<file path="config.mk">
export PLATFORM = sky130hd
export DESIGN_NAME = divmod_arbiter
export DESIGN_NICKNAME = d
export VERILOG_FILES = /design/src/rtl/divmod_arbiter.sv
export SDC_FILE = /design/constraint.sdc
export NUM_CORES = 1
export LEC_CHECK = 0
export ABC_AREA = 1
export CAP_MARGIN = 20
export CORE_UTILIZATION = 35
export CTS_CLUSTER_SIZE = 30
export DETAILED_ROUTE_END_ITERATION = 8
export GPL_TIMING_DRIVEN = 0
export PLACE_DENSITY = 0.83
export SLEW_MARGIN = 20
export SYNTH_ARGS = -nofsm -noshare
export SYNTH_HDL_FRONTEND = slang
export SYNTH_SLANG_ARGS = --single-unit
</file>
<file path="constraint.sdc">
create_clock -name clk -period 1.5 [get_ports clk]
set_input_delay 0.15 -clock clk [delete_from_list [all_inputs] [get_ports clk]]
set_output_delay 0.15 -clock clk [all_outputs]
set_load 0.05 [all_outputs]
</file>
<file path="src/rtl/divmod_arbiter.sv">
`default_nettype none
`timescale 1ns/1ps
// +----------------------------------------------------------------------------+
// | divmod_arbiter: two-requester round-robin front end for a shared divider.   |
// | Optional: DIVMOD_ARBITER_DIV0_BYPASS_EN answers denom==0 locally.           |
// | Revision: 1.0                                                               |
// +----------------------------------------------------------------------------+
module divmod_arbiter #(
    parameter int WIDTH = 32
) (
    input  logic                  clk,
    input  logic                  reset_n,
    input  logic [1:0]            req_valid,
    input  logic [1:0]            req_unsgn_or_sgn,
    input  logic [1:0][WIDTH-1:0] req_num_i,
    input  logic [1:0][WIDTH-1:0] req_denom_i,
    output logic [1:0]            req_ack,
    output logic [1:0]            resp_valid,
    output logic [WIDTH-1:0]      resp_quot,
    output logic [WIDTH-1:0]      resp_rem,
    output logic                  div_enable,
    output logic                  div_unsgn_or_sgn,
    output logic [WIDTH-1:0]      div_num,
    output logic [WIDTH-1:0]      div_denom,
    input  logic [WIDTH-1:0]      div_quot,
    input  logic [WIDTH-1:0]      div_rem,
    input  logic                  div_can_accept_cmd,
    input  logic                  div_data_ready
);

    localparam logic [1:0] S_IDLE  = 2'd0;
    localparam logic [1:0] S_ISSUE = 2'd1;
    localparam logic [1:0] S_WAIT  = 2'd2;
    localparam logic [1:0] S_RESP  = 2'd3;

    logic [1:0]       state_q, state_d;
    logic             last_grant_q, last_grant_d;
    logic             owner_q, owner_d;
    logic             armed_q, armed_d;
    logic             sgn_q, sgn_d;
    logic [1:0]       ack_q, ack_d;
    logic [WIDTH-1:0] num_q, num_d;
    logic [WIDTH-1:0] denom_q, denom_d;
    logic [WIDTH-1:0] quot_q, quot_d;
    logic [WIDTH-1:0] rem_q, rem_d;
    logic             w_grant;

    // A tie goes to whoever was not served last; a lone requester always wins.
    always_comb begin
        w_grant = (req_valid == 2'b11) ? ~last_grant_q : req_valid[1];
    end

    always_comb begin
        state_d      = state_q;
        last_grant_d = last_grant_q;
        owner_d      = owner_q;
        armed_d      = armed_q;
        sgn_d        = sgn_q;
        ack_d        = 2'b00;
        num_d        = num_q;
        denom_d      = denom_q;
        quot_d       = quot_q;
        rem_d        = rem_q;
        case (state_q)
            S_IDLE: begin
                if ((|req_valid) && div_can_accept_cmd) begin
                    owner_d        = w_grant;
                    num_d          = req_num_i[w_grant];
                    denom_d        = req_denom_i[w_grant];
                    sgn_d          = req_unsgn_or_sgn[w_grant];
                    ack_d[w_grant] = 1'b1;
                    state_d        = S_ISSUE;
`ifdef DIVMOD_ARBITER_DIV0_BYPASS_EN
                    if (req_denom_i[w_grant] == '0) begin
                        quot_d  = '1;
                        rem_d   = req_num_i[w_grant];
                        state_d = S_RESP;
                    end
`endif
                end
            end
            S_ISSUE: begin
                armed_d = 1'b0;
                state_d = S_WAIT;
            end
            S_WAIT: begin
                // The first WAIT cycle may still see the previous command's ready.
                if (!armed_q) begin
                    armed_d = 1'b1;
                end else if (div_data_ready) begin
                    quot_d  = div_quot;
                    rem_d   = div_rem;
                    state_d = S_RESP;
                end
            end
            S_RESP: begin
                last_grant_d = owner_q;
                state_d      = S_IDLE;
            end
            default: state_d = S_IDLE;
        endcase
    end

    always_ff @(posedge clk or negedge reset_n) begin
        if (!reset_n) begin
            state_q      <= S_IDLE;
            last_grant_q <= 1'b1;
            owner_q      <= 1'b0;
            armed_q      <= 1'b0;
            sgn_q        <= 1'b0;
            ack_q        <= 2'b00;
            num_q        <= '0;
            denom_q      <= '0;
            quot_q       <= '0;
            rem_q        <= '0;
        end else begin
            state_q      <= state_d;
            last_grant_q <= last_grant_d;
            owner_q      <= owner_d;
            armed_q      <= armed_d;
            sgn_q        <= sgn_d;
            ack_q        <= ack_d;
            num_q        <= num_d;
            denom_q      <= denom_d;
            quot_q       <= quot_d;
            rem_q        <= rem_d;
        end
    end

    assign req_ack          = ack_q;
    assign resp_valid[0]    = (state_q == S_RESP) && !owner_q;
    assign resp_valid[1]    = (state_q == S_RESP) &&  owner_q;
    assign resp_quot        = quot_q;
    assign resp_rem         = rem_q;
    assign div_enable       = (state_q == S_ISSUE);
    assign div_unsgn_or_sgn = sgn_q;
    assign div_num          = num_q;
    assign div_denom        = denom_q;

endmodule
`default_nettype wire

</file>
### After elaboration in Yosys (flattened, before gate mapping)

Cells that the tools add are included.
Widths: inputs -> output; s select.

| word-level totals | value |
|---|---|
| register bits | 136 |
| memory bits (read-only) | 0 |
| bits in latches | 0 |
| bits in writable memories | 0 |
| memories kept | 0 |

| cells by class | value |
|---|---|
| $add $sub $neg | 0 |
| multiply operators | 0 |
| $lt $le $gt $ge | 2 |
| mux-type cells | 16 |
| div/mod/pow operators | 0 |
| bitwise operators | 1 |
| reduce and logical (&&, ||, !) cells | 11 |
| equality and inequality tests | 7 |
| shifts and indexed selects | 0 |

Operator list:

| operator | count |
|---|---|
| $mux 32 | 4 |
| $mux 2 | 5 |
| $pmux 2 s4 | 1 |
| $eq 2x2->1 const B | 3 |
| $ne 2x2->1 const B | 3 |
| $reduce_and 3->1 | 2 |
| $logic_and 1x1->1 | 4 |
| $mux 1 | 4 |
| $eq 2x1->1 const B | 1 |
| $logic_not 2->1 | 1 |
| $lt 1x2->1 const B | 1 |
| $pmux 1 s2 | 1 |
| $reduce_and 2->1 | 1 |
| $reduce_bool 2->1 | 1 |
| $reduce_or 2->1 | 1 |
| $demux 1 s1 | 1 |
| $ge 1x1->1 const B | 1 |
| $logic_not 1->1 | 1 |
| $not 1->1 | 1 |

### Depth between registers and ports, before layout

| depth | value |
|---|---|
| depth in word-level cells | 8 |
| mapped depth | 8 |
| mapped depth without buffers | 6 |

### Worst setup path before layout

OpenSTA, ideal clock, no wires.

| timing | value |
|---|---|
| path kind | register to register |
| start point | register state_q[0] |
| end point | register rem_q[20] (netlist: resp_rem[20]) |
| arrival | 1.284 ns |
| cell stages (with the launch flop) | 7 |
| required time | 1.365 ns |
| buffers on the path | 2 |
| path slack | 0.081 ns |
| cells stage by stage | dfrtp_1 > inv_1 > ha_1 > nand3_1 > buf_2 > clkbuf_1 > o21ai_0 |

| on the way | value |
|---|---|
| word-level cells in the longest chain between the ends | 2 |

Ends and longest elaborated chain:

| what | RTL line | RTL |
|---|---|---|
| start, declared | 36 | `logic [1:0] state_q, state_d;` |
| start signal, assigned | 117 | `state_q <= state_d;` |
| $eq 2x2->1 | 64 | `case (state_q)` |
| $reduce_and 3->1 (no source line) | - |  |
| end signal, assigned | 126 | `rem_q <= rem_d;` |
| end, declared | 45 | `logic [WIDTH-1:0] rem_q, rem_d;` |

Every way passes these cells.
A chain may end at the register's enable or synchronous reset.

### Worst setup path in the final report

| timing | value |
|---|---|
| start point | register state_q[0] |
| end point | output port resp_valid[0] |

| on the way | value |
|---|---|
| word-level cells in the longest chain between the ends | 2 |

Ends and longest elaborated chain:

| what | RTL line | RTL |
|---|---|---|
| $eq 2x2->1 | 131 | `assign resp_valid[0] = (state_q == S_RESP) && !owner_q;` |
| $logic_and 1x1->1 | 131 |  |
| end, declared | 18 | `output logic [1:0] resp_valid,` |

Every way passes these cells.

==> flow_summary.html <==
<table>
<tr><th>Metric</th><th>Value</th></tr>
<tr><th colspan="2">Place</th></tr>
<tr><td>Port Buf Inserts</td><td>roughly 330</td></tr>
<tr><td>Worst setup slack after placement</td><td>-0.3766 ns</td></tr>
<tr><td>HPWL after detailed placement</td><td>roughly 15000 um</td></tr>
<tr><td>Final Wtd Congestion</td><td>0.8504</td></tr>
<tr><th colspan="2">Floorplanning</th></tr>
<tr><td>Initial cell density of the core</td><td>0.3606</td></tr>
<tr><td>Core Region</td><td>17360 um2</td></tr>
<tr><td>Floorplan row count</td><td>48</td></tr>
<tr><td>Boundary pin count</td><td>between 300 and 400</td></tr>
<tr><td>Chip width</td><td>between 100 and 150 um</td></tr>
<tr><td>Die H</td><td>135.7 um</td></tr>
<tr><td>Die Outline Area</td><td>18420 um2</td></tr>
<tr><th colspan="2">Setup path</th></tr>
<tr><td>Worst-path cell with the longest stage delay</td><td>dfrtp_1</td></tr>
<tr><td>Number of buffers and inverters on the critical path</td><td>2</td></tr>
<tr><td>Critical register-to-register path endpoint</td><td>resp_quot[14]</td></tr>
<tr><td>Dominant delay contributor by cell family on the critical path</td><td>flip-flops</td></tr>
<tr><td>Crit Path Max Fanout</td><td>4</td></tr>
<tr><td>Classification of the worst setup path</td><td>flip-flop to output port</td></tr>
<tr><td>Critical path launch point type</td><td>flip-flop</td></tr>
<tr><td>Startpoint of the most critical register-to-register path</td><td>state_q[0]</td></tr>
<tr><td>Endpoint required time on the critical path</td><td>1.35 ns</td></tr>
<tr><td>Arrival @ worst endpoint</td><td>1.35 ns</td></tr>
<tr><td>Logic depth of the worst register-to-register path</td><td>7</td></tr>
<tr><td>Crit path largest cell delay</td><td>approximately 0.42 ns</td></tr>
<tr><td>Endpoint class of the critical path</td><td>output port</td></tr>
<tr><td>Flop-to-flop setup slack</td><td>0.04 ns</td></tr>
<tr><td>Chain of cells forming the critical path</td><td>ha_2, inv_2, nor2_4, buf_8</td></tr>
<tr><th colspan="2">Final layout</th></tr>
<tr><td>Core Util, Final</td><td>0.6086</td></tr>
<tr><td># nets final</td><td>1363</td></tr>
<tr><td>Area overhead of the layout relative to synthesis</td><td>68.79%</td></tr>
<tr><td>Antenna fix cells</td><td>0</td></tr>
<tr><td>Fraction of final layout cells sized beyond drive strength 1</td><td>0.1094</td></tr>
<tr><th colspan="2">Timing</th></tr>
<tr><td>Normalized max-slew margin</td><td>0.6318</td></tr>
<tr><td>Slew @ Worst Pin</td><td>0.5545 ns</td></tr>
<tr><td>Setup repair after global routing missed its margin</td><td>true</td></tr>
<tr><td>Final hold violations</td><td>0</td></tr>
<tr><td>Post-route worst setup slack</td><td>-0.004663 ns</td></tr>
<tr><td>Clock period minus worst slack</td><td>around 1.5 ns</td></tr>
<tr><td>Final-report max-slew violation count</td><td>0</td></tr>
<tr><td>Worst clock skew on the final layout</td><td>approximately 0.0064 ns</td></tr>
<tr><td>Count of endpoints failing setup in the final report</td><td>1</td></tr>
<tr><td>Final cycle utilization of the critical path</td><td>1.003</td></tr>
<tr><td>Highest attainable clock frequency</td><td>0.6646 GHz</td></tr>
<tr><th colspan="2">Route</th></tr>
<tr><td>First-pass detailed-route iteration total</td><td>4</td></tr>
<tr><td>Routed wirelength normalized by instance count</td><td>14.46 um</td></tr>
<tr><td>Residual antenna-violating net count after detailed routing</td><td>0</td></tr>
<tr><td>Routed wire length</td><td>20170 um</td></tr>
<tr><td>DR vias</td><td>6142</td></tr>
<tr><td>Total DRC errors in the routed layout</td><td>0</td></tr>
<tr><td>Violation count after the first detailed-route iteration</td><td>slightly above 200</td></tr>
<tr><td>Detailed-route vias per instance</td><td>approximately 4.4</td></tr>
<tr><th colspan="2">Logic synthesis</th></tr>
<tr><td>Number of instances in the synthesized netlist</td><td>798</td></tr>
<tr><td>Yosys reg bits</td><td>136</td></tr>
<tr><td>Count of cell types in the netlist</td><td>21</td></tr>
<tr><td>Synthesized area per cell</td><td>7.843 um2</td></tr>
<tr><td>Synthesized net count</td><td>1003</td></tr>
<tr><td>Yosys warning count</td><td>0</td></tr>
<tr><td>Sequential share of the synthesized area</td><td>0.5440</td></tr>
<tr><td>Area of the mapped netlist</td><td>6259 um2</td></tr>
<tr><th colspan="2">Clock tree</th></tr>
<tr><td>Clock tree from TritonCTS</td><td>done</td></tr>
<tr><td>Clock-pin slew of the registers on the worst-case setup and hold paths</td><td>0.07 ns</td></tr>
<tr><td>Clock buffers created by TritonCTS</td><td>17</td></tr>
<tr><td>Maximum count of clock buffers along a single path</td><td>2</td></tr>
<tr><td>Buffer cell driving the clock tree root</td><td>clkbuf_16</td></tr>
<tr><td>Clock sink count</td><td>136</td></tr>
<tr><td>Number of levels the H-tree was split into</td><td>4</td></tr>
<tr><td>Insertion delay to the later sink of the worst-skew pair</td><td>0.42 ns</td></tr>
<tr><th colspan="2">Min path</th></tr>
<tr><td>Type of the most critical hold path</td><td>input port to asynchronous set/reset pin</td></tr>
<tr><th colspan="2">GRT</th></tr>
<tr><td>Global Route Usage Sum</td><td>0.2202</td></tr>
<tr><td>Largest net degree at the start of global routing</td><td>between 70 and 80</td></tr>
<tr><td>Global-route wire length before repair</td><td>30640 um</td></tr>
<tr><td>Antenna violations before repair</td><td>0</td></tr>
<tr><td>Final global-route overflow total</td><td>0</td></tr>
<tr><td>Vias in the first global route</td><td>6017</td></tr>
<tr><th colspan="2">Power</th></tr>
<tr><td>P_leak</td><td>5.632 nW</td></tr>
<tr><td>Largest vdd supply drop</td><td>1482 uV</td></tr>
<tr><td>Total chip power</td><td>~0.023 W</td></tr>
<tr><td>Cell Pwr Density</td><td>2130 nW/um2</td></tr>
<tr><th colspan="2">Status</th></tr>
<tr><td>Status</td><td>finished with violations</td></tr>
<tr><td>Violations in the final reports</td><td>setup timing</td></tr>
<tr><th colspan="2">Job</th></tr>
<tr><td>Count of maximum capacitance violations</td><td>0</td></tr>
</table>
==> kinds of logic after synthesis <==
| logic type | count (synthesis) | synth area share |
|---|---|---|
| flops | 136 | 0.5440 |
| mux | 1 | 0.001799 |
| simple gates | 347 | 0.2123 |
| buf+inv | 178 | 0.1260 |
| fa+ha+maj | 5 | 0.009996 |
| compound gates | 131 | 0.1060 |
==> synthesized netlist by cell type <==
library cell,number,area (um2)
nand2_1,333,1250
inv_1,136,510.5
dfrtp_1,135,3378
o21ai_1,98,490.5
o21ai_0,32,160.2
buf_2,16,80.08
clkbuf_1,11,41.29
nand2_2,7,43.79
buf_1,6,22.52
buf_8,5,75.07
ha_1,5,62.56
nand3_1,3,15.01
buf_12,2,40.04
nor2_1,2,7.510
buf_4,1,7.510
buf_6,1,11.26
dfstp_2,1,26.28
mux2_2,1,11.26
nor2_2,1,6.260
o211ai_2,1,12.51
or2_2,1,6.260
==> worst max-delay path by stage <==
stage / start / endpoint / slack [ns] / depth (start not counted)
after detailed placement: state_q[0] / resp_rem[10] / -0.38 / 6
after floorplan: state_q[0] / resp_rem[20] / 0.08 / 6
after global placement: reset_n / div_denom[2] / -5.16 / 1
after global routing: state_q[0] / resp_valid[1] / -0.07 / 4
final: state_q[0] / resp_valid[0] / -0.005 / 4
after CTS: state_q[0] / resp_valid[0] / -0.04 / 4
==> flip-flops by register name, indices dropped and copies added, names as in the netlist, 2 cells and up <==
register	flops
div_denom	32
div_num	32
req_ack	2
resp_quot	32
resp_rem	32
state_q	2
==> area by class of cell <==
cell class	instances	area (um2)
Buffer	42	396.6
Clock buffer	17	425.4
Clock inverter	14	140.1
Fill cell	1500	6793
Inverter	136	510.5
Multi-Input combinational cell	484	2120
Sequential cell	136	3405
Tap cell	225	281.5
Timing Repair Buffer	341	3286
==> layer usage <==
| metal | track usage | wire (um) | up-vias |
|---|---|---|---|
| li1 | - | - | 3111 |
| met1 | 0.2364 | 7886 | 2770 |
| met2 | 0.3988 | 10170 | 243 |
| met3 | 0.08006 | 1862 | 18 |
| met4 | 0.06804 | 250 | 0 |
| met5 | 0 | 0 | - |
==> worst register-to-register path, delay by kind of cell, from the launching register on <==
kind | cells | cell delay (ns)
AOI/OAI and AO/OA | 1 | 0.07
adders and majority gates | 1 | 0.22
DFF | 1 | 0.43
and+or+nand+nor | 2 | 0.16
buffers and inverters | 3 | 0.47
==> repair_timing <==
action                                  CTS  global route
pin swaps                                 0             3
cloned                                    0             1
hold endpoints to repair                 63             0
hold buffers                              1             0
buffers inserted                          2             3
gates resized for setup                 212           118
endpoints found under the setup margin  261           194
==> cells in the final DEF (no fill, tap or decap), types with 3 or more instances in the layout <==
cell,synthesis,layout
buf_2,16,9
buf_4,1,10
buf_6,1,10
buf_8,5,9
clkbuf_16,0,18
clkbuf_2,0,23
clkbuf_4,0,6
clkdlybuf4s15_1,0,56
clkdlybuf4s50_1,0,198
clkinvlp_4,0,5
dfrtp_1,135,135
dlygate4sd2_1,0,54
inv_1,136,133
inv_2,0,3
inv_6,0,7
nand2_1,333,332
nand2_2,7,7
o21ai_0,32,22
o21ai_1,98,106
==> report_power, final <==
part | switching [W] | internal [W] | total, W
combinational | 0.00868 | 0.00352 | 0.0122
sequential | 0.000915 | 0.00534 | 0.00625
clock | 0.00174 | 0.00232 | 0.00406
==> metrics by stage <==
stage	hold WS (ns)	TNS, ns	cells	area, um2
3_5_place_dp	0.1274	-25.66	1357	9906
4_1_cts	0.2475	-0.06559	1391	10450
5_1_grt	0.2650	-0.6005	1395	10560
2_1_floorplan	-0.1456	0	798	6259
3_3_place_gp	0.4501	-718.72	1356	9873
6_report	0.2630	-0.004663	1395	10560
Power figures use the tool's default switching activity.
